--- src/rtl/arb_in_buf_pkg.sv ---
// Shared defaults and payload type for the arbiter input buffer.
// Optional bypass path: define ARB_IN_BUF_BYPASS_EN.
package arb_in_buf_pkg;

  localparam int DEF_NUM_CLIENTS = 4;
  localparam int DEF_DATA_WIDTH  = 32;
  localparam int DEF_DEPTH       = 4;

  typedef logic [DEF_DATA_WIDTH-1:0] t_client_data;

endpackage

--- src/rtl/arb_in_fifo.sv ---
// Single-client circular FIFO with occupancy count and sticky pop-on-empty flag.
// Define ARB_IN_BUF_BYPASS_EN for a 0-cycle head bypass when the queue is empty.
module arb_in_fifo #(
  parameter int DATA_WIDTH = 32,
  parameter int DEPTH      = 4
) (
  input  logic                          clk,
  input  logic                          rst,
  input  logic                          in_valid,
  input  logic [DATA_WIDTH-1:0]         in_data,
  output logic                          in_ready,
  input  logic                          grant,
  output logic                          valid_candidate,
  output logic [DATA_WIDTH-1:0]         candidate,
  output logic [$clog2(DEPTH+1)-1:0]    occupancy,
  output logic                          err_pop_empty
);

  localparam int PW = $clog2(DEPTH) + 1;
  localparam int CW = $clog2(DEPTH + 1);

  logic [DATA_WIDTH-1:0] mem [DEPTH];
  logic [PW-1:0]         wr_ptr;
  logic [PW-1:0]         rd_ptr;
  logic [CW-1:0]         count;
  logic                  err_q;

  logic full;
  logic empty;
  logic head_valid;
  logic bypass;
  logic push;
  logic pop;
  logic do_write;
  logic do_read;

  // Pointers carry one extra wrap bit so full and empty are distinguishable.
  assign full       = (wr_ptr ^ rd_ptr) == {1'b1, {(PW-1){1'b0}}};
  assign empty      = (wr_ptr == rd_ptr);
  assign head_valid = !empty && !rst;

`ifdef ARB_IN_BUF_BYPASS_EN
  assign bypass = empty && in_valid && !rst;
`else
  assign bypass = 1'b0;
`endif

  assign in_ready        = !full && !rst;
  assign valid_candidate = head_valid || bypass;
  assign occupancy       = rst ? '0 : count;
  assign err_pop_empty   = err_q && !rst;

  // NOTE: always_comb uses blocking assignments with a default first, so no latch is inferred.
  always_comb begin
    candidate = '0;
    if (head_valid) begin
      candidate = mem[rd_ptr[PW-2:0]];
    end
`ifdef ARB_IN_BUF_BYPASS_EN
    else if (bypass) begin
      candidate = in_data;
    end
`endif
  end

  assign push = in_valid && in_ready;
  assign pop  = grant && valid_candidate;

  // A bypassed entry consumed in the same cycle never touches storage.
  assign do_write = push && !(bypass && pop);
  assign do_read  = pop && head_valid;

  // NOTE: storage is deliberately left out of reset; the pointers alone define validity.
  always_ff @(posedge clk) begin
    if (do_write) begin
      mem[wr_ptr[PW-2:0]] <= in_data;
    end
  end

  // NOTE: sequential state uses non-blocking assignments so all flops update together.
  always_ff @(posedge clk) begin
    if (rst) begin
      wr_ptr <= '0;
      rd_ptr <= '0;
      count  <= '0;
      err_q  <= 1'b0;
    end else begin
      if (do_write) wr_ptr <= wr_ptr + PW'(1);
      if (do_read)  rd_ptr <= rd_ptr + PW'(1);
      case ({do_write, do_read})
        2'b10:   count <= count + CW'(1);
        2'b01:   count <= count - CW'(1);
        default: count <= count;
      endcase
      if (grant && !valid_candidate) err_q <= 1'b1;
    end
  end

endmodule

--- src/rtl/arb_in_buf.sv ---
// Per-client input queues feeding an arbiter; pops follow the one-hot/multi-hot grant.
// Optional bypass path: define ARB_IN_BUF_BYPASS_EN.
module arb_in_buf
  import arb_in_buf_pkg::*;
#(
  parameter int NUM_CLIENTS = DEF_NUM_CLIENTS,
  parameter int DATA_WIDTH  = DEF_DATA_WIDTH,
  parameter int DEPTH       = DEF_DEPTH
) (
  input  logic                                          clk,
  input  logic                                          rst,
  input  logic [NUM_CLIENTS-1:0]                        in_valid,
  input  logic [NUM_CLIENTS-1:0][DATA_WIDTH-1:0]        in_data,
  output logic [NUM_CLIENTS-1:0]                        in_ready,
  output logic [NUM_CLIENTS-1:0]                        valid_candidate,
  output logic [NUM_CLIENTS-1:0][DATA_WIDTH-1:0]        candidate,
  input  logic [NUM_CLIENTS-1:0]                        winner_dec_id,
  output logic [NUM_CLIENTS-1:0][$clog2(DEPTH+1)-1:0]   occupancy,
  output logic [NUM_CLIENTS-1:0]                        err_pop_empty
);

  for (genvar i = 0; i < NUM_CLIENTS; i++) begin : g_client
    arb_in_fifo #(
      .DATA_WIDTH (DATA_WIDTH),
      .DEPTH      (DEPTH)
    ) u_fifo (
      .clk             (clk),
      .rst             (rst),
      .in_valid        (in_valid[i]),
      .in_data         (in_data[i]),
      .in_ready        (in_ready[i]),
      .grant           (winner_dec_id[i]),
      .valid_candidate (valid_candidate[i]),
      .candidate       (candidate[i]),
      .occupancy       (occupancy[i]),
      .err_pop_empty   (err_pop_empty[i])
    );
  end

endmodule

--- config.mk ---
export PLATFORM = sky130hd
export DESIGN_NAME = arb_in_buf
export DESIGN_NICKNAME = d
export VERILOG_FILES = /design/src/rtl/arb_in_buf_pkg.sv /design/src/rtl/arb_in_fifo.sv /design/src/rtl/arb_in_buf.sv
export SDC_FILE = /design/constraint.sdc
export NUM_CORES = 1
export LEC_CHECK = 0
export BUFFER_PORTS_ARGS = -buffer_cell sky130_fd_sc_hd__buf_2
export CAP_MARGIN = 20
export CORE_ASPECT_RATIO = 0.9
export CORE_MARGIN = 2
export CORE_UTILIZATION = 25
export CTS_BUF_LIST = sky130_fd_sc_hd__clkbuf_16
export CTS_CLUSTER_DIAMETER = 40
export CTS_CLUSTER_SIZE = 24
export DETAILED_ROUTE_END_ITERATION = 7
export SYNTH_ARGS = -nofsm -noshare
export SYNTH_HDL_FRONTEND = slang
export SYNTH_SLANG_ARGS = --single-unit
export TNS_END_PERCENT = 50
--- constraint.sdc ---
create_clock -name clk -period 4.7 [get_ports clk]
set_clock_uncertainty 0.2 [all_clocks]
set_input_delay 0.47 -clock clk [delete_from_list [all_inputs] [get_ports clk]]
set_output_delay 0.47 -clock clk [all_outputs]
set_load 0.005 [all_outputs]
# Yosys cells after proc, flatten, opt, wreduce, memory -nomap -nowiden
# Memories as Yosys holds them, arrays and structs flattened. A register that Yosys moved wholly into a read port is not among the register bits.
# Cells that the tools add are included.
[op_classes]
eq_ne = 16
reduce_logical = 45
bitwise_logic = 4
n_mux = 28
add_sub_neg = 16
[op_table]
columns = ["operator", "count"]
rows = [
  ["$mux 32", 4],
  ["$add 3x1->3 const B", 12],
  ["$logic_and 1x1->1", 28],
  ["$pmux 3 s2", 4],
  ["$mux 2", 8],
  ["$logic_not 1->1", 13],
  ["$eq 3x3->1", 4],
  ["$eq 3x3->1 const B", 4],
  ["$mux 3", 4],
  ["$sub 3x1->3 const B", 4],
  ["$xor 3x3->3", 4],
  ["$eq 2x1->1 const B", 4],
  ["$eq 2x2->1 const B", 4],
  ["$mux 1", 8],
  ["$reduce_bool 2->1", 4],
]
[totals]
output_inout_bits = 152
ff_bits = 40
mem_bits_rw = 512
word_cells = 129
memories = 4
in_bits = 138
[mem_list]
columns = ["memory", "words", "word_bits", "rd", "rd_clocked_by_memory_dff", "write_ports", "line", "rtl"]
rows = [
  ["g_client[0].u_fifo.mem", 4, 32, 1, 1, 1, "arb_in_fifo.sv:22", "logic [DATA_WIDTH-1:0] mem [DEPTH];"],
  ["g_client[1].u_fifo.mem", 4, 32, 1, 1, 1, "arb_in_fifo.sv:22", ""],
  ["g_client[2].u_fifo.mem", 4, 32, 1, 1, 1, "arb_in_fifo.sv:22", ""],
  ["g_client[3].u_fifo.mem", 4, 32, 1, 1, 1, "arb_in_fifo.sv:22", ""],
]

# Logic depth before layout (Yosys ltp)
# Gate-level depths: netlist of run 1.
[depth]
depth_word = 7
ltp_mapped = 11
depth_no_buf = 10

# Hierarchy
# A second synthesis of run 1 with hierarchy kept.
[unflattened]
cells_unflattened = 1188
area_unflattened_um2 = 22706.8
[modules_own_cells]
columns = ["mod", "cells_each", "area_each_um2", "instances", "seq_area_each_um2"]
rows = [
  ["arb_in_fifo", 297, 5676.7, 4, 4083.9],
]

# Least setup slack after synthesis of run 1
# No wires, ideal clock.
[synth_path]
kind = "input-to-reg"
from = "input rst"
to = "memory g_client[1].u_fifo.mem[0][0] (enable)"
path_buffers = 3
stages = 4
setup_ns = 0.468
required_time_ns = 4.032
arrival_ns = 3.408
setup_slack_ns = 0.624
path_cell_list = "buf_2 > buf_2 > buf_1 > nor3b_1"
[synth_via]
elab_chain_len = 5
[synth_lines]
columns = ["item", "line", "rtl"]
rows = [
  ["start: declaration", "arb_in_buf.sv:11", "input logic rst,"],
  ["$logic_not 1->1", "arb_in_fifo.sv:48", "assign in_ready = !full && !rst;"],
  ["$logic_and 1x1->1", "arb_in_fifo.sv:48", ""],
  ["$logic_and 1x1->1", "arb_in_fifo.sv:66", "assign push = in_valid && in_ready;"],
  ["$mux 1", "arb_in_fifo.sv:75", "if (do_write) begin"],
  ["$mux 1 (implied by the code)", "arb_in_fifo.sv:76", "mem[wr_ptr[PW-2:0]] <= in_data;"],
  ["end: declaration", "arb_in_fifo.sv:22", ""],
]
# No other way between the ends.

==> results of run 1 <==
layout by cell type, fill, tap and decap left out, drive strengths merged, types with 4 or more instances in the layout:
cell	count
edfxtp	512
buf	310
nor2b	139
dlygate4sd3	131
mux4	128
clkbuf	86
nor2	57
inv	50
dfxtp	48
clkinv	31
xor2	28
ha	23
and2	14
a21oi	13
xnor2	8
mux2i	8
bufinv	8
nor3	8
o311ai	8
o31ai	8
o21ai	6
clkinvlp	6
or3	5
nor3b	5
nand2	4
fa	4
or2	4
how the worst min path moves through the flow:
| stage | from | end | slack, ns | cells past startpoint |
|---|---|---|---|---|
| floorplan | g_client[0].u_fifo.err_q$_SDFFE_PP0P_ | g_client[0].u_fifo.err_q$_SDFFE_PP0P_ | 0.23 | 2 |
| global placement | g_client[3].u_fifo.err_q$_SDFFE_PP0P_ | g_client[3].u_fifo.err_q$_SDFFE_PP0P_ | 0.24 | 2 |
| detailed placement | g_client[1].u_fifo.err_q$_SDFFE_PP0P_ | g_client[1].u_fifo.err_q$_SDFFE_PP0P_ | 0.27 | 2 |
| CTS | winner_dec_id[0] | g_client[0].u_fifo.err_q$_SDFFE_PP0P_ | 0.02 | 3 |
| global route | in_valid[3] | g_client[3].u_fifo.wr_ptr[0]$_SDFFE_PP0P_ | 0.05 | 4 |
| finish | in_valid[3] | g_client[3].u_fifo.wr_ptr[0]$_SDFFE_PP0P_ | 0.09 | 4 |
critical path, delay by kind of cell (launching register included):
kind                   cells  cell delay [ns]
buffers and inverters      2             0.42
AND/OR/NAND/NOR            2             0.52
flip-flops                 1             0.41
AO/OA/AOI/OAI              1             0.24
XOR/XNOR                   1             0.77
where the power goes:
group | total, mW | switching (mW) | leakage (nW) | internal [mW]
sequential | 5.86 | 0.205 | 5.05 | 5.65
clock | 6.20 | 2.36 | 1.41 | 3.85
combinational | 1.98 | 0.938 | 3.73 | 1.04
total | 14.0 | 3.50 | 10.2 | 10.5
per-stage QoR:
stage | total power, mW | setup WS [ns] | instance area (sq um)
after floorplan | 7.20 | 0.624 | 22300
after global placement | 7.83 | 1.53 | 25000
after detailed placement | 7.89 | 1.45 | 25000
after CTS | 14.3 | 0.976 | 29200
after global routing | 14.7 | 0.811 | 29200
final | 14.0 | 1.02 | 29200
what timing repair did:
action                                 in CTS  in global routing
endpoints found under the hold margin     515                  0
hold buffers                              131                  0
setup endpoints to repair                   0                  0
kinds of logic (layout without fill, tap and decap cells):
family                     Yosys count  after routing  share of synthesized area, %
AOI/OAI and AO/OA                   45             45                          1.57
xor gates and xnor gates            36             36                          1.55
adders and majority gates           27             27                          1.65
buffers and inverters               93            622                          1.98
DFF                                560            560                          73.4
muxes                              138            138                          13.4
and+or+nand+nor                    250            250                          6.42
layout make-up:
cell class,instances,share of cell area (%)
Sequential cell,560,56.0
Clock buffer,86,7.38
Multi-Input combinational cell,496,18.8
Tap cell,1155,4.95
Timing Repair Buffer,441,10.0
Inverter,27,0.347
Clock inverter,68,2.44
flip-flops by register name (all words and copies together) (netlist names), named ones only:
register / cells
g_client.u_fifo.count: 12
g_client.u_fifo.err_q: 4
g_client.u_fifo.mem: 512
g_client.u_fifo.rd_ptr: 12
g_client.u_fifo.wr_ptr: 12
metal layers:
layer  vias up  GRT usage [%]
li1       5436              -
met1      6089           12.7
met2       281           18.4
met3        95           3.17
met4         2           3.90
met5         -              0
==> run metrics, run 1 <==
DR vias/cell=4.20; synth top area cells=edfxtp_1, mux4_2, dfxtp_1; Final Hold Fails=0; Clock Tree Buf Depth=3; routed length on met1=20500 microns; Initial DRC Count=705; Remaining DRCs=0; ys async rst share=0%; Area Growth Syn to Fin=31.1%; Sink Count=560; largest net degree at the start of global routing=34; CP Launch Type=flip-flop; initial antenna violation count=3; crit path time final=3.68 ns; vias in the first global route=13.1k; H-tree depth=3; slew margin rel.=29.9%; Max IR drop VDD=0.290 mV; Post-DRT Antenna Nets=0; leading area contributor after synthesis=edfxtp_1; launch point of the worst path=g_client[0].u_fifo.wr_ptr[0]$_SDFFE_PP0P_; DP Cell Count=2547; filler instances=8432; post_cts resized=0; CP Cell Sequence=xor2_1 > nor2_1 > a21o_1 > buf_4 > nor2b_1 > buf_2; worst-skew pair later-pin latency=0.62 ns; warning count from the yosys run=0; critical path arrival=3.01 ns; Worst Path Required=4.03 ns; Setup Buffers After CTS=0; Post-Route WL=49200 microns; Via Count=11.9k; Max Transition Viols Final=0; clk root buf=clkbuf_16; top_reg_cell synth=edfxtp_1; Yosys cell types=49; Reg2Reg Launch Point=g_client[0].u_fifo.wr_ptr[1]$_SDFFE_PP0P_; synthesized area per cell=19.4 sq um; hold slack=0.0887 ns; measured slew at the worst slew-check pin=1.05 ns; GRT Total Usage=10.7%; Util after Layout=33.1%; drt wl/cell=17.4 microns; post-synthesis cell count=1149; CTS Buf Count=84; top cell type's share of synthesized area=69.1%; slowest stage delay, CP=0.77 ns; worst reg-to-reg setup slack=1.39 ns; I/O Buffers=289; Mapped Nets=1314; DP Wirelength=29800 microns; sequential area share after synthesis=73.4%; CP Class=reg -> out; non-filler cells, final=2833; area of the multi-input gates=0.00550 sq mm; Reg clk slew, reported paths=0.05 ns; Max Used Layer=met5; crit path max-delay cell type=xor2_1; First-pass DRT Iterations=5; worst reg2reg path endpoint=g_client[0].u_fifo.count[2]$_SDFFE_PP0P_; synth cell count leaders=edfxtp_1, nor2b_1, mux4_2; Routability Congestion=0.725; global route total overflow=0; Routed met3 length=2800 microns; RSZ-0062 raised after global routing=no; Hold Path Class=in -> reg; final setup TNS=0 ns; fmax=0.272 GHz; cell with the most instances after synthesis=edfxtp_1; Post-Syn Area=0.0223 sq mm; Lkg Pwr=10.2 nW; first-pass GRT wire length=75600 microns; # diodes=0; Core Footprint=0.0880 sq mm; outcome=completed; fin nets=1775; final setup fails=0; fin crit share=78.2%; DIE HEIGHT=287 microns; Die Wd=318 microns; crit path to=candidate[12]; Reg area=0.0163 sq mm; pwr dens=481 mW/mm^2; met2 WL=24600 microns; CTS tree=yes; Row Count=103; R2R cell count=8; layout cell share with drive strength beyond 1=36.2%; max-cap check violation count=0; CP endpoint kind=output pin; Top Ports=290; die footprint=0.0914 sq mm; #FFs+latches synth=560; Worst Path Max Fanout=33; Post-synth EDFFs=512; Starting Density=25.3%
Note: power is estimated with default switching activity, not from simulation.
==> run 2: changes to the inputs <==
--- a/config.mk
+++ b/config.mk
@@ -5,6 +5,7 @@
 export SDC_FILE = /design/constraint.sdc
 export NUM_CORES = 1
 export LEC_CHECK = 0
+export ABC_AREA = 1
 export BUFFER_PORTS_ARGS = -buffer_cell sky130_fd_sc_hd__buf_2
 export CAP_MARGIN = 20
 export CORE_ASPECT_RATIO = 0.9
==> constraint.sdc (replaced) <==
create_clock -name clk -period 3.4 [get_ports clk]
set_clock_uncertainty 0.2 [all_clocks]
set_input_delay 0.34 -clock clk [delete_from_list [all_inputs] [get_ports clk]]
set_output_delay 0.34 -clock clk [all_outputs]
set_load 0.005 [all_outputs]
==> run metrics, run 2 <==
CP Class=reg -> out; Reg area=0.0163 sq mm (about the same); Post-Route WL=53800 microns (+9.2%); top_reg_cell synth=edfxtp_1; vias in the first global route=14.7k (+12%); DR vias/cell=4.24 (+0.97%); largest net degree at the start of global routing=65 (+91%); Hold Path Class=in -> reg; post-synthesis cell count=1871 (+63%); Mapped Nets=2036 (+55%); die footprint=0.0922 sq mm (+0.83%); most frequent cells in the layout=nor2_1, edfxtp_1, buf_2, o21ai_0, a21oi_1; clk root buf=clkbuf_16; outcome=completed; Core Footprint=0.0891 sq mm (+1.3%); Setup Buffers After CTS=0 (unchanged); post_cts resized=0 (unchanged); layout cell share with drive strength beyond 1=21.4% (-15 points); DIE HEIGHT=288 microns (+0.41%); DP Wirelength=31200 microns (+4.6%); Sink Count=560 (unchanged); Post-synth EDFFs=512 (unchanged); first-pass GRT wire length=82200 microns (+8.8%); fin nets=2470 (+39%); synth top area cells=edfxtp_1, nor2_1, o21ai_0; crit path time final=2.97 ns; Post-DRT Antenna Nets=0 (unchanged); Reg clk slew, reported paths=0.05 ns (about the same); Initial DRC Count=980 (+39%); slew margin rel.=48.4% (+19 points); Worst Path Max Fanout=42 (+27%); measured slew at the worst slew-check pin=0.774 ns (-0.278 ns); CP endpoint kind=output pin; post-route cell area=0.0295 sq mm (+1.1%); Clock Tree Buf Depth=3 (unchanged); initial antenna violation count=2 (-1); Starting Density=25.2% (-0.11 points); most common cell after layout, fill and taps aside=nor2_1; RSZ-0062 raised after global routing=no; I/O Buffers=289 (unchanged); leading area contributor after synthesis=edfxtp_1; sequential area share after synthesis=72.8% (-0.61 points); Post-Syn Area=0.0224 sq mm (+0.84%); fin crit share=87.2%; final setup TNS=0 ns (unchanged); Max IR drop VDD=0.366 mV (+26%); R2R cell count=13 (+5); Die Wd=320 microns (+0.41%); DP Cell Count=3250 (+28%); #FFs+latches synth=560 (unchanged); Top Ports=290 (unchanged); Area Growth Syn to Fin=31.5%; area of the multi-input gates=0.00537 sq mm (-2.4%); worst-skew pair later-pin latency=0.62 ns (about the same); cell with the most instances after synthesis=nor2_1; final setup fails=0 (unchanged); global route total overflow=0 (unchanged); CTS tree=yes; Final Hold Fails=0 (unchanged); GRT Total Usage=11.4% (+0.73 points); Worst Path Required=2.86 ns (-1.17 ns); CP Launch Type=flip-flop; Row Count=104 (+0.97%); Hold Path Depth=3 (-1); synth cell count leaders=nor2_1, edfxtp_1, o21ai_0; CTS Buf Count=84 (unchanged); warning count from the yosys run=0 (unchanged); top cell type's share of synthesized area=68.5% (-0.58 points); Post-DP Area=0.0253 sq mm (+1.1%); Largest register FFs=512 (unchanged); fmax=0.337 GHz; Remaining DRCs=0 (unchanged); critical path arrival=2.43 ns (-0.58 ns); Yosys cell types=32 (-35%); non-filler cells, final=3543 (+25%); Lkg Pwr=10.9 nW (+6.9%); H-tree depth=3 (unchanged); power consumption=18.0 mW (+28%); First-pass DRT Iterations=5 (unchanged); synthesized area per cell=12.0 sq um (-38%); Via Count=15.0k (+26%); ys async rst share=0% (unchanged); Routability Congestion=0.716 (-1.3%); Max Transition Viols Final=0 (unchanged); filler instances=8760 (+3.9%); drt wl/cell=15.2 microns (-13%); max-cap check violation count=0 (unchanged); pwr dens=609 mW/mm^2 (+27%)
[run 2: cell types whose count changed in the layout (fill, tap and decap cells not counted), moves of 8 or more]
cell	change
a21oi_1	+150
buf_4	+10
inv_1	+40
mux2i_1	-8
mux4_2	-128
nand2_1	+36
nand3_1	+10
nor2_1	+487
nor2_4	+18
nor2b_1	-139
o21ai_0	+272
xor2_1	-23
[run 2: path summary, 6_finish.rpt]
path | start | to | slack [ns]
setup / recovery | flip-flop | candidate[38] | 0.43
hold / removal | rst | g_client[2].u_fifo.count[1]$_SDFFE_PP0P_ | 0.07
setup reg to reg | g_client[0].u_fifo.wr_ptr[1]$_SDFFE_PP0P_ | g_client[0].u_fifo.count[2]$_SDFFE_PP0P_ | 0.98
hold reg to reg | g_client[2].u_fifo.err_q$_SDFFE_PP0P_ | g_client[2].u_fifo.err_q$_SDFFE_PP0P_ | 0.26
[run 2: area by class of cell]
type	instances	share of cell area [%]
clock inverters	69	2.50
repair buffers	460	10.7
inverters	77	0.997
diodes	3	0.0254
flip-flops and latches	560	55.4
clock buffers	86	7.30
well taps	1166	4.95
multi-input cells	1122	18.2
[run 2: repair_timing]
item                       CTS  global route
hold buffers               135             0
setup endpoints to repair    0             0
hold endpoints to repair   540             0
[run 2: metrics by stage]
step / setup WS [ns] / utilization, % / hold WS, ns
5_1_grt: 0.190 / 33.1 / 0.0477
3_3_place_gp: 0.724 / 28.3 / 0.238
3_5_place_dp: 0.741 / 28.3 / 0.250
2_1_floorplan: 0.510 / - / 0.222
6_report: 0.435 / 33.1 / 0.0656
4_1_cts: 0.332 / 33.1 / 0.0172
[run 2: worst max-delay path, cell delays in order (launching register included)]
cell and delay, ns:
dfxtp_2 0.32, clkinv_1 0.49, buf_4 0.48, o21ai_0 0.24, a21oi_1 0.10, buf_2 0.15
[run 2: where the power goes]
group	internal (mW)	switching, mW
clock	5.45	3.26
sequential	7.72	0.0657
combinational	0.541	0.918
total	13.7	4.25
[run 2: cells by family (layout without fill, tap and decap cells)]
logic type | count (synthesis) | count (layout) | synth area share (%)
compound gates | 452 | 452 | 10.1
xor+xnor | 10 | 10 | 0.390
fa+ha+maj | 27 | 27 | 1.64
buf+inv | 189 | 692 | 3.73
flops | 560 | 560 | 72.8
other cells | 0 | 3 | 0
simple gates | 633 | 633 | 11.3
[run 2: per-layer routing]
layer | GRT usage [%] | wire length, microns | vias up
met5 | 0 | 0 | -
met4 | 4.54 | 1440 | 0
met3 | 2.67 | 2920 | 87
met2 | 18.8 | 25800 | 367
met1 | 14.6 | 23600 | 7157
li1 | - | - | 7420
==> run 3: changes to the inputs <==
--- a/config.mk
+++ b/config.mk
@@ -6,9 +6,9 @@
 export NUM_CORES = 1
 export LEC_CHECK = 0
 export ABC_AREA = 1
-export BUFFER_PORTS_ARGS = -buffer_cell sky130_fd_sc_hd__buf_2
+export BUFFER_PORTS_ARGS = -buffer_cell sky130_fd_sc_hd__buf_4
 export CAP_MARGIN = 20
-export CORE_ASPECT_RATIO = 0.9
+export CORE_ASPECT_RATIO = 0.75
 export CORE_MARGIN = 2
 export CORE_UTILIZATION = 25
 export CTS_BUF_LIST = sky130_fd_sc_hd__clkbuf_16
==> run metrics, run 3 (synthesis gave the netlist of run 2 again) <==
outcome=completed; die footprint=0.0922 sq mm (about the same); fin nets=2477 (+0.28%); Via Count=15.0k (-0.13%); crit path time final=3.01 ns (+0.0492 ns); CP Cell Sequence=dlygate4sd3_1 > buf_4 > clkinv_4 > nand2_2 > buf_4 > a21oi_1 > buf_4; Top Ports=290 (unchanged); fmax=0.332 GHz (-1.6%); Area Growth Syn to Fin=35.0%; Core Footprint=0.0893 sq mm (+0.15%); most used cell, CP=buf_4; Die Wd=350 microns (+9.4%); hold slack=0.246 ns (+0.181 ns); Worst Path Max Fanout=43 (+2.4%); worst-skew pair later-pin latency=0.63 ns (about the same); pwr dens=594 mW/mm^2 (-2.4%); final setup TNS=0 ns (unchanged); Post-DRT Antenna Nets=0 (unchanged); post_cts resized=0 (unchanged); drt wl/cell=15.0 microns (-0.81%); Post-Route WL=54100 microns (+0.62%); Initial DRC Count=958 (-2.2%); RSZ-0062 raised after global routing=no; slowest stage delay, CP=0.52 ns (+0.03 ns); layout cell share with drive strength beyond 1=21.5% (about the same); first-pass GRT wire length=83100 microns (+1.0%); fin crit share=88.7% (+1.4 points); power consumption=18.0 mW (+0.18%); post-route setup slack=0.386 ns (-0.0492 ns); CP Launch Type=input port; measured slew at the worst slew-check pin=0.778 ns (+0.00482 ns); Remaining DRCs=0 (unchanged); Row Count=95 (-8.7%); Worst Path Required=2.86 ns (about the same); CTS Buf Count=81 (-3.6%); I/O Buffers=289 (unchanged); clk root buf=clkbuf_16; Max IR drop VDD=0.401 mV (+9.5%); slew margin rel.=48.0% (-0.38 points); max-cap check violation count=0 (unchanged); global route total overflow=0 (unchanged); CP endpoint kind=output pin; First-pass DRT Iterations=5 (unchanged); H-tree depth=3 (unchanged); largest net degree at the start of global routing=65 (unchanged); Max Transition Viols Final=0 (unchanged); Hold Path Class=in -> reg; initial antenna violation count=1 (-1); DP Worst Slack=0.656 ns (-0.0846 ns); CP Class=in -> out; CTS tree=yes; DIE HEIGHT=263 microns (-8.6%); most common cell after layout, fill and taps aside=nor2_1; GRT Total Usage=11.6% (+0.15 points); DR vias/cell=4.18 (-1.5%); vias in the first global route=14.7k (-0.52%); Reg clk slew, reported paths=0.06 ns (about the same); Lkg Pwr=11.0 nW (+1.2%); final setup fails=0 (unchanged); Largest register FFs=512 (unchanged); DP Wirelength=31700 microns (+1.5%); Clock Tree Buf Depth=3 (unchanged); critical path arrival=2.47 ns (+0.04 ns); Routability Congestion=0.738 (+3.1%); crit path max-delay cell type=dlygate4sd3_1; Starting Density=25.1% (-0.037 points); most frequent cells in the layout=nor2_1, edfxtp_1, buf_4, o21ai_0, a21oi_1; Sink Count=560 (unchanged); Final Hold Fails=0 (unchanged)
==> run 3: cell count changes in the layout (fill, tap and decap cells not counted), moves of 4 or more <==
cell and change:
buf_2 -289, buf_4 +297, clkbuf_16 -4, clkinv_2 -6, dlygate4sd3_1 +5, nor2_2 +5, nor2_4 -5
==> run 3: layer usage <==
metal  vias to the layer above  global-route usage [%]  wire length, microns  part of all wire, %
li1                       7417                       -                     -                    -
met1                      7111                    15.9                 25100                   46
met2                       392                    18.0                 24400                   45
met3                        90                    2.83                  3410                  6.3
met4                         2                    3.52                  1220                  2.2
met5                         -                       0                    11                0.020
==> run 3: layout make-up <==
| class | count | area (sq um) |
|---|---|---|
| diodes | 1 | 2.50 |
| flip-flops and latches | 560 | 16300 |
| fillers | 8815 | 59000 |
| inverters | 77 | 294 |
| multi-input cells | 1122 | 5340 |
| clock buffers | 82 | 2050 |
| repair buffers | 470 | 3920 |
| well taps | 1212 | 1520 |
| clock inverters | 70 | 825 |
==> run 3: critical path, delay by kind of cell <==
kind | cells | cell delay (ns)
buf+inv | 5 | 1.66
simple gates | 1 | 0.23
compound gates | 1 | 0.17
==> run 3: report_power, final <==
group          switching (mW)  internal [mW]
Combinational           0.933          0.666
Sequential             0.0650           7.71
Clock                    3.36           5.25
==> run 3: through the flow <==
step	instances	area, sq um	utilization, %
2_1_floorplan	1871	22400	-
3_3_place_gp	3301	26000	29.1
3_5_place_dp	3301	26000	29.1
4_1_cts	3593	30300	33.9
5_1_grt	3593	30300	33.9
6_report	3594	30300	33.9
==> run 3: path summary, 6_finish.rpt <==
kind | start | end | slack [ns] | depth (start not counted)
hold reg to reg | g_client[3].u_fifo.count[0]$_SDFFE_PP0P_ | g_client[3].u_fifo.count[0]$_SDFFE_PP0P_ | 0.25 | 1
setup reg to reg | g_client[0].u_fifo.wr_ptr[1]$_SDFFE_PP0P_ | g_client[0].u_fifo.count[2]$_SDFFE_PP0P_ | 0.99 | 13
setup / recovery | rst | candidate[53] | 0.39 | 7
hold / removal | in_data[25] | g_client[0].u_fifo.mem[3][25]$_DFFE_PP_ | 0.25 | 2
==> run 3: what timing repair did <==
action,in CTS,in global routing
buffers inserted,0,0
hold buffers,140,0
hold endpoints to repair,547,0
